File: config.mk
export PLATFORM = sky130hd
export DESIGN_NAME = square_tone_generator
export DESIGN_NICKNAME = d
export VERILOG_FILES = /design/src/rtl/sqgen_pkg.sv /design/src/rtl/sqgen_tick_div.sv /design/src/rtl/square_tone_generator.sv
export SDC_FILE = /design/constraint.sdc
export NUM_CORES = 1
export LEC_CHECK = 0
export CAP_MARGIN = 15
export CELL_PAD_IN_SITES_DETAIL_PLACEMENT = 0
export CELL_PAD_IN_SITES_GLOBAL_PLACEMENT = 1
export CORE_MARGIN = 4
export CORE_UTILIZATION = 37
export DETAILED_ROUTE_END_ITERATION = 8
export HOLD_SLACK_MARGIN = 0.05
export PLACE_DENSITY_LB_ADDON = 0.2
export SYNTH_ARGS = -nofsm -noshare
export SYNTH_HDL_FRONTEND = slang
export SYNTH_HIERARCHICAL = 1
export SYNTH_SLANG_ARGS = --single-unit
File: constraint.sdc
create_clock -name CLK -period 4.6 [get_ports CLK]
set_clock_uncertainty 0.15 [all_clocks]
set_input_delay 0.92 -clock CLK [delete_from_list [all_inputs] [get_ports CLK]]
set_output_delay 0.92 -clock CLK [all_outputs]
set_load 0.05 [all_outputs]
File: src/rtl/sqgen_pkg.sv
// ----------------------------------------------------------------------------
// sqgen_pkg
// Shared types and helpers for the square tone generator.
//   sample_t  : one 16-bit two's-complement audio sample
//   SAMPLE_W  : width of one channel sample
//   WORD_W    : width of the packed stereo word {left, right}
//   pack_lr   : packs a left/right pair into one stereo word
// ----------------------------------------------------------------------------
package sqgen_pkg;

  localparam int SAMPLE_W = 16;
  localparam int WORD_W   = 32;

  typedef logic signed [SAMPLE_W-1:0] sample_t;

  function automatic logic [WORD_W-1:0] pack_lr(input sample_t l, input sample_t r);
    return {l, r};
  endfunction

endpackage

File: src/rtl/sqgen_tick_div.sv
// ----------------------------------------------------------------------------
// sqgen_tick_div
// Half-period divider: counts 0..HALF-1 and flags the last count so the
// parent can flip the square-wave phase.
// Ports:
//   CLK   in  1  clock, rising edge
//   RST_N in  1  asynchronous active-low reset (counter returns to 0)
//   tick  out 1  high during the cycle in which the counter equals HALF-1
// ----------------------------------------------------------------------------
module sqgen_tick_div #(
  parameter int HALF = 4
) (
  input  logic CLK,
  input  logic RST_N,
  output logic tick
);

  // Wide enough to hold HALF, so HALF-1 always fits (HALF=1 still gets 1 bit).
  localparam int CNT_W = $clog2(HALF + 1);
  localparam logic [CNT_W-1:0] CNT_LAST = CNT_W'(HALF - 1);

  logic [CNT_W-1:0] r_cnt;
  logic             w_last;

  assign w_last = (r_cnt == CNT_LAST);
  assign tick   = w_last;

  always_ff @(posedge CLK or negedge RST_N) begin
    if (!RST_N) begin
      r_cnt <= '0;
    end else if (w_last) begin
      r_cnt <= '0;
    end else begin
      r_cnt <= r_cnt + CNT_W'(1);
    end
  end

endmodule

File: src/rtl/square_tone_generator.sv
// ----------------------------------------------------------------------------
// square_tone_generator
// Free-running square-wave test tone for the audio path. Produces a 32-bit
// stereo word {left, right} that only changes on phase flips, so a consumer
// may latch it at any rate.
// Parameters:
//   CLK_FREQ_HZ  clock frequency in Hz
//   TONE_FREQ_HZ square-wave frequency in Hz
//   AMPLITUDE    positive peak (1..16'h7FFF); low level is -AMPLITUDE
// Ports:
//   CLK   in  1   clock, rising edge
//   RST_N in  1   asynchronous active-low reset
//   data  out 32  registered sample word {left[15:0], right[15:0]}
// Build option:
//   SQGEN_RIGHT_INVERT_EN  when defined, the right channel carries the
//                          opposite polarity of the left channel.
// ----------------------------------------------------------------------------
module square_tone_generator
  import sqgen_pkg::*;
#(
  parameter int          CLK_FREQ_HZ  = 100_000_000,
  parameter int          TONE_FREQ_HZ = 440,
  parameter logic [15:0] AMPLITUDE    = 16'h4000
) (
  input  logic              CLK,
  input  logic              RST_N,
  output logic [WORD_W-1:0] data
);

  localparam int HALF = CLK_FREQ_HZ / (2 * TONE_FREQ_HZ);
  // Keeps the divider elaborating sanely while the error below is reported.
  localparam int HALF_DIV = (HALF < 1) ? 1 : HALF;

  localparam sample_t POS_LVL = sample_t'(AMPLITUDE);
  localparam sample_t NEG_LVL = -POS_LVL;

  if (HALF < 1) begin : g_bad_half
    $error("square_tone_generator: HALF must be >= 1 (got %0d)", HALF);
  end
  if ((AMPLITUDE == 16'h0000) || (AMPLITUDE > 16'h7FFF)) begin : g_bad_amp
    $error("square_tone_generator: AMPLITUDE must be in 1..16'h7FFF");
  end

  logic              w_tick;
  logic              w_phase_next;
  sample_t           w_left;
  sample_t           w_right;
  logic              r_phase;
  logic [WORD_W-1:0] r_data;

  sqgen_tick_div #(
    .HALF (HALF_DIV)
  ) u_tick_div (
    .CLK   (CLK),
    .RST_N (RST_N),
    .tick  (w_tick)
  );

  // The data register follows the phase being entered this edge, so the
  // output is never a cycle behind the phase flip.
  assign w_phase_next = r_phase ^ w_tick;

  always_comb begin
    w_left = w_phase_next ? POS_LVL : NEG_LVL;
`ifdef SQGEN_RIGHT_INVERT_EN
    w_right = w_phase_next ? NEG_LVL : POS_LVL;
`else
    w_right = w_left;
`endif
  end

  always_ff @(posedge CLK or negedge RST_N) begin
    if (!RST_N) begin
      r_phase <= 1'b0;
      r_data  <= '0;
    end else begin
      r_phase <= w_phase_next;
      r_data  <= pack_lr(w_left, w_right);
    end
  end

  assign data = r_data;

endmodule

==> flow_summary_export.csv <==
group,metric,value,unit
status,outcome,"completed",
power_and_ir_drop,total_power,0.000338,W
critical_path,crit_required,3.53,ns
cells_and_area,antennaDiodeCount,0,
timing,drv_slew,0,
cells_and_area,syn_to_final_growth,1.41,%
drt,vias,680,
floorplanning,start_util,0.382,
critical_path,cp_num_buf_inv,1,
synth,netlist_area,1160,sq um
drt,drt_wl_total,1890,microns
grt,overflow,0,
synth,synth.avg_cell_area,9.73,sq um
drt,drc,0,
critical_path,slowest_stage,"clkdlybuf4s50_1",
timing,rsz0062_at_grt,"false",
drt,post_drt_wl_per_cell,11.2,microns
power_and_ir_drop,vdd_drop_max,0.172,mV
grt,grt_util_all_layers,0.0959,
synth,yosysSeqAreaShare,0.432,
timing,fmax,395,MHz
grt,grt_pass1_vias,617,
floorplanning,die_w,63.9,microns
timing,fin_crit_sh,0.550,
synth,postSynth.asyncResetShare,1.00,
power_and_ir_drop,p_leak,0.497,nW
clock_network,clk_latency,0.30,ns
min_path,hold_class,"reg -> reg",
cells_and_area,instances_no_fill,168,
synth,synth_cells,119,
clock_network,cts_tree,"built",
synth,yosysMostFrequentCell,"buf_4",
clock_network,root_buffer,"clkbuf_4",
synth,synth_top_cells_by_area,"dfrtp_1 (43%), buf_4 (19%), xnor2_1 (9.8%), nor2_1 (4.5%), nor4_1 (2.7%)",
floorplanning,io_pins,34,
cells_and_area,fin_area,1170,sq um
critical_path,arrival,1.46,ns
drt,first_iter_violations,29,
synth,ys.flop_type,"dfrtp_1",
clock_network,clk_path_buf_depth,2,
placed_design,gp_congestion,0.641,
synth,synth_edf_count,0,
timing,period_minus_slack,2.53,ns
critical_path,cp_top_family,"buffers and inverters",
drt,viasPerCell,4.05,
placed_design,portBuffers,5,
synth,ys_seq_elements,20,
critical_path,critPathMaxStageDelay,0.80,ns
clock_network,clkSlewWorstSetupHoldPaths,0.11,ns
cells_and_area,drive_gt1_frac,0.0726,
critical_path,path_cells,"clkdlybuf4s50_1",
clock_network,post_cts_buffers,0,
synth,synth_largest_area_cell,"dfrtp_1",
synth,yosys.area.top_type_share,0.432,
grt,antenna_found_initial,0,
critical_path,crit_type,"reg -> out",
drt,dr.pass1.iters,4,
grt,grt_max_degree,21,
critical_path,end_kind,"output pin",
synth,synth_commonest_cells,"buf_4 (30), dfrtp_1 (20), nor2_1 (14), xnor2_1 (13), nand3_1 (6)",
job,drv_cap,0,
timing,finalHoldViolCount,0,
clock_network,h-tree-depth,1,
timing,setup_viol,0,
floorplanning,rows,20,
clock_network,ctsHoldBuffers,0,
placed_design,place_area,1140,sq um
clock_network,cts-resized-gates,0,
critical_path,start_kind,"register",
timing,worstMarginPinSlew,0.891,ns
synth,ys_types,26,
power_and_ir_drop,powerDensity,288,nW/um^2
clock_network,cts_made_buffers,3,
floorplanning,dieArea,4090,sq um
drt,detail-route-antenna-nets,0,
timing,tns,0,ns
placed_design,dp_hpwl,1390,microns
grt,grt_pass1_wl,3040,microns
synth,yosys_warnings,6,
critical_path,worst-path-max-fanout,2,
floorplanning,core_area,3030,sq um
cells_and_area,fill_cells,324,
clock_network,clock_sinks,20,
placed_design,place_inst,164,
cells_and_area,nets,128,
timing,maxSlewHeadroom,0.404,
floorplanning,dieHeight,63.9,microns
[cell type report]
type                            count  area [sq um]  share of cell area
Multi-Input combinational cell     90           509               0.434
Sequential cell                    20           500               0.426
Timing Repair Buffer                6          57.6              0.0490
Tap cell                           44          55.1              0.0469
Clock buffer                        4          36.3              0.0309
Inverter                            4          15.0              0.0128
[layout by cell type (no fill, tap or decap), types with 2 or more instances in the layout]
cell             instances
xor2_1                   2
nand3_1                  6
clkbuf_4                 3
nand3_2                  2
conb_1                  29
nor4_1                   5
o41ai_1                  2
xnor2_1                 13
nand2_1                  3
clkdlybuf4s50_1          5
nand4_1                  2
nand3b_1                 2
inv_1                    3
nor3_1                   2
nor2_1                  14
dfrtp_1                 20
[cells by family (layout without fill, tap and decap cells)]
group           Yosys count  in the layout  synth area share
xor+xnor                 15             15             0.114
other cells               2             29           0.00649
fa+ha+maj                 1              1            0.0108
simple gates             41             41             0.198
compound gates            4              4            0.0238
buf+inv                  36             14             0.215
flops                    20             20             0.432
[metal layers]
metal | up-vias | share of wire | track usage
met4 | 0 | 0.0042 | 0.0243
met3 | 2 | 0.056 | 0.0387
met1 | 319 | 0.49 | 0.140
met5 | - | 0 | 0
li1 | 342 | - | -
met2 | 17 | 0.45 | 0.129
[path summary, 6_finish.rpt]
kind	startpoint	to	slack, ns	depth (start not counted)
worst max-delay path	data[30]$_DFF_PN0_	data[30]	2.07	1
worst max register to register	u_tick_div/r_cnt[0]$_DFF_PN0_	r_phase$_DFF_PN0_	2.37	5
max in group asynchronous	RST_N	data[15]$_DFF_PN0_	2.79	1
worst min-delay path	r_phase$_DFF_PN0_	data[15]$_DFF_PN0_	0.34	1
min in group asynchronous	RST_N	u_tick_div/r_cnt[5]$_DFF_PN0_	0.96	1
worst min register to register	r_phase$_DFF_PN0_	data[15]$_DFF_PN0_	0.34	1
[flip-flops by register name (all words and copies together) (netlist names)]
register	cells
u_tick_div/r_cnt	17
data	2
r_phase	1
[metrics by stage]
step	setup WS, ns	hold WS [ns]	utilization
finish	2.07	0.344	0.388
global route	2.00	0.385	0.388
CTS	2.05	0.348	0.388
detailed placement	2.34	0.328	0.376
global placement	2.38	0.326	0.376
floorplan	2.64	0.306	-
[power by group]
group          switching [W]  internal, W
clock network      0.0000543    0.0000483
logic              0.0000569   0.00000222
registers        0.000000203     0.000176
Note: power is estimated with default switching activity, not from simulation.
==> edit 1 (same flow settings) <==
Change the parameter `CLK_FREQ_HZ` from 100_000_000 to 200_000_000.
--- a/src/rtl/square_tone_generator.sv
+++ b/src/rtl/square_tone_generator.sv
@@ -18,7 +18,7 @@
 module square_tone_generator
   import sqgen_pkg::*;
 #(
-  parameter int          CLK_FREQ_HZ  = 100_000_000,
+  parameter int          CLK_FREQ_HZ  = 200_000_000,
   parameter int          TONE_FREQ_HZ = 440,
   parameter logic [15:0] AMPLITUDE    = 16'h4000
 ) (
Function: same outputs for any inputs over 10 cycles, from zero or initial values and one cycle with RST_N low; that may be too few to reach the edited logic, so the function may still have changed.
==> edit 1 against the original RTL <==
  * Sequential cell count is 1 higher
  * Global-route usage rose by 0.35 points
  * Critical path type unchanged
  * Clock power down 17%
  * Design area up 2.5%
  * Area after synthesis increased by 3.0%
  * Routed wire length hardly changed
  * Total power shrank 2.4%
  * Highest routed layer unchanged
  * Setup slack gained 0.0010 ns
==> edit 1: results (changes against the original RTL) <==
* Post-synth top cells: buf_4 (30), dfrtp_1 (21), nor2_1 (11), xnor2_1 (11), nand3_1 (10) (was buf_4 (30), dfrtp_1 (20), nor2_1 (14))
* 1st-iter DRT viols at 33 (was 29)
* Vias per cell at 4.37 (was 4.05)
* Setup Fix Bufs, Post-CTS at 0 (unchanged)
* Top cells by area, synth: dfrtp_1 (44%), buf_4 (19%), xnor2_1 (8.1%) (was dfrtp_1 (43%), buf_4 (19%), xnor2_1 (9.8%))
* R2r endpoint: u_tick_div/r_cnt[9] (was r_phase)
* First-pass GRT wire length at 3.25 mm (was 3.04 mm)
* Outcome: finished, final reports clean (unchanged)
* Layout cells sized above 1 at 4.80% (was 7.26%)
* Pre-CTS setup slack at 2.31 ns (was 2.34 ns)
* GR Util met1 at 12.8% (was 14.0%)
* Hold slack final at 0.338 ns (was 0.344 ns)
* Slew @ Worst Pin at 0.932 ns (was 0.891 ns)
* Cells after DPL at 165 (was 164)
* Via count at 739 (was 680)
* Routability Congestion at 0.750 (was 0.641)
* Leak pwr at 0.546 nW (was 0.497 nW)
* Vias in the first global route at 710 (was 617)
* Hold path cells at 1 (unchanged)
* Library cells used by synthesis at 28 (was 26)
* Drt wl/cell at 11.2 um (about the same)
* Met2 usage at 15.3% (was 12.9%)
* Clock transition at path regs at 0.11 ns (about the same)
* Register area share after synthesis at 44.1% (was 43.2%)
* Met3 usage at 3.29% (was 3.87%)
* Largest net degree at the start of global routing at 22 (was 21)
* Nets at 129 (was 128)
* Max rail drop VDD at 0.000159 V (was 0.000172 V)
* DP Wirelength at 1.41 mm (was 1.39 mm)
* Max FFs per register at 18 (was 17)
-- edit 1: cell count changes in the layout (fill, tap and decap cells not counted), sizes merged, moves of 2 or more --
cell	unedited run	this run
o41ai	2	0
xnor2	13	11
nand3b	2	0
nor2	14	11
nand3	8	10
xor2	2	5
nor4	6	4
-- edit 1: routing by layer --
layer	routed length, um	up-vias
li1	-	355
met1	842	352
met3	139	2
met4	27	0
met5	0	-
met2	879	30
-- edit 1: logic make-up after synthesis --
logic type,synth area share [%]
flip-flops,44.1
AO/OA/AOI/OAI,2.31
other,0.630
XOR/XNOR,11.8
buffers and inverters,19.9
AND/OR/NAND/NOR,20.3
adder cells (fa/ha/maj),1.05
-- edit 1: how the worst max path moves through the flow --
stage	endpoint	cells past startpoint	slack, ns	start
after global routing	data[14]	1	1.98	data[30]
after detailed placement	u_tick_div/r_cnt[10]	1	2.31	RST_N
after global placement	u_tick_div/r_cnt[7]	5	2.33	u_tick_div/r_cnt[0]
after floorplan	u_tick_div/r_cnt[16]	5	2.64	u_tick_div/r_cnt[0]
final	data[31]	1	2.07	data[15]
after CTS	data[31]	1	2.04	data[15]
-- edit 1: area by class of cell --
cell class / count / area, um^2
Inverter: 2 / 7.51
Multi-Input combinational cell: 92 / 531
Timing Repair Buffer: 6 / 57.6
Clock buffer: 4 / 26.3
Tap cell: 44 / 55.1
Sequential cell: 21 / 526
Fill cell: 333 / 1880
-- edit 1: power by group --
part | switching [mW] | leakage [nW] | internal [mW]
Combinational | 0.0571 | 0.260 | 0.00222
Clock | 0.0517 | 0.0150 | 0.0338
Sequential | 0.000201 | 0.271 | 0.185
-- edit 1: worst register-to-register path, cell delays in order (launching register included) --
cell	delay (ns)
dfrtp_1	0.40
ha_1	0.26
nand4_2	0.22
nor4_2	0.77
buf_4	0.29
nor2_1	0.06
==> edit 2 (config.mk and constraints unchanged) <==
Made on the original files. The output `data` loses its register stage (`r_data` becomes a continuous assignment).
--- a/src/rtl/square_tone_generator.sv
+++ b/src/rtl/square_tone_generator.sv
@@ -72,12 +72,12 @@
   always_ff @(posedge CLK or negedge RST_N) begin
     if (!RST_N) begin
       r_phase <= 1'b0;
-      r_data  <= '0;
     end else begin
       r_phase <= w_phase_next;
-      r_data  <= pack_lr(w_left, w_right);
     end
   end
+
+  assign r_data = pack_lr(w_left, w_right);
 
   assign data = r_data;
 
Check against the original RTL: not equivalent (Yosys sat finds a counterexample within 4 cycles, from zero or initial values and one cycle with RST_N low).
==> edit 2 against the original RTL <==
  * First-iteration DRC count fell by 17%
  * Global-route usage rose by 0.18 points
  * Sequential power down 10%
  * Design area is 7.0% lower
  * Total power is 7.4% lower
  * Routed wire length shrank 5.5%
  * Cell count shrank 9.5%
  * Sequential cell count down 2
  * Utilization is 0.19 points lower
  * Setup slack lost 1.3 ns
  * Sequential share of layout area fell by 1.4 points
  * Area after synthesis shrank 3.7%
  * Critical endpoint is now data[31]
  * Largest power group unchanged
==> edit 2: results (changes against the original RTL) <==
* Drt wl/cell at 11.7 um (was 11.2 um)
* Sequential power share at 50.5% (was 52.2%)
* Crit path to: data[31] (was data[30])
* Cells after DPL at 148 (was 164)
* Hold slack final at 0.341 ns (was 0.344 ns)
* Routed met3 length at 95 um (was 105 um)
* GRT Util Overall at 9.77% (was 9.59%)
* Layout cells sized above 1 at 7.44% (was 7.26%)
* Routability Congestion at 0.783 (was 0.641)
* Vias per cell at 4.54 (was 4.05)
* Outcome: finished, final reports clean (unchanged)
* WL met1 at 884 um (was 931 um)
* GR Util met1 at 13.2% (was 14.0%)
* Top cells by area, synth: dfrtp_1 (40%), buf_4 (21%), xnor2_1 (10%) (was dfrtp_1 (43%), buf_4 (19%), xnor2_1 (9.8%))
* R2r endpoint: u_tick_div/r_cnt[16] (was r_phase)
* Minimum clock period at 3.79 ns (was 2.53 ns)
* Crit path launch: u_tick_div/r_cnt[0] (was data[30])
* Flip-flop and latch power at 0.158 mW (was 0.176 mW)
* PortBufs at 3 (was 5)
* Combinational Power Share at 18.3% (was 17.5%)
* Detailed-route wire length at 1.78 mm (was 1.89 mm)
* CP Data Arrival Time at 2.72 ns (was 1.46 ns)
* Largest net degree at the start of global routing at 19 (was 21)
* DP Wirelength at 1.33 mm (was 1.39 mm)
* Nets at 125 (was 128)
* Met2 usage at 14.9% (was 12.9%)
* Max rail drop VDD at 0.000184 V (was 0.000172 V)
* Met2 wire len at 793 um (was 842 um)
* Vias in the first global route at 647 (was 617)
* Placed inst area at 1050 um^2 (was 1140 um^2)
* Post-synth top cells: buf_4 (31), dfrtp_1 (18), nor2_1 (14) (was buf_4 (30), dfrtp_1 (20), nor2_1 (14))
* Switch share at 33.8% (was 32.9%)
* Flop-to-flop setup slack at 2.51 ns (was 2.37 ns)
* 1st-iter DRT viols at 24 (was 29)
* Crit-path max cell delay at 0.83 ns (was 0.80 ns)
* Slew margin rel. at 44.6% (was 40.4%)
[edit 2: changes by cell type after synthesis, sizes merged]
cell | before | now
dfrtp | 20 | 18
buf | 31 | 32
[edit 2: logic make-up (layout without fill, tap and decap cells)]
family / Yosys count / after routing / synth area share (%)
AO/OA/AOI/OAI: 4 / 4 / 2.47
other: 2 / 30 / 0.674
XOR/XNOR: 15 / 15 / 11.8
adder cells (fa/ha/maj): 1 / 1 / 1.12
buffers and inverters: 37 / 12 / 23.0
flip-flops: 18 / 18 / 40.4
AND/OR/NAND/NOR: 41 / 41 / 20.5
[edit 2: layout make-up]
| type | count | area [um^2] | area share (%) |
|---|---|---|---|
| multi-input combinational | 91 | 513 | 47.0 |
| sequential | 18 | 450 | 41.3 |
| tap | 31 | 38.8 | 3.56 |
| timing repair buffer | 4 | 37.5 | 3.44 |
| clock buffer | 4 | 36.3 | 3.33 |
| inverter | 4 | 15.0 | 1.38 |
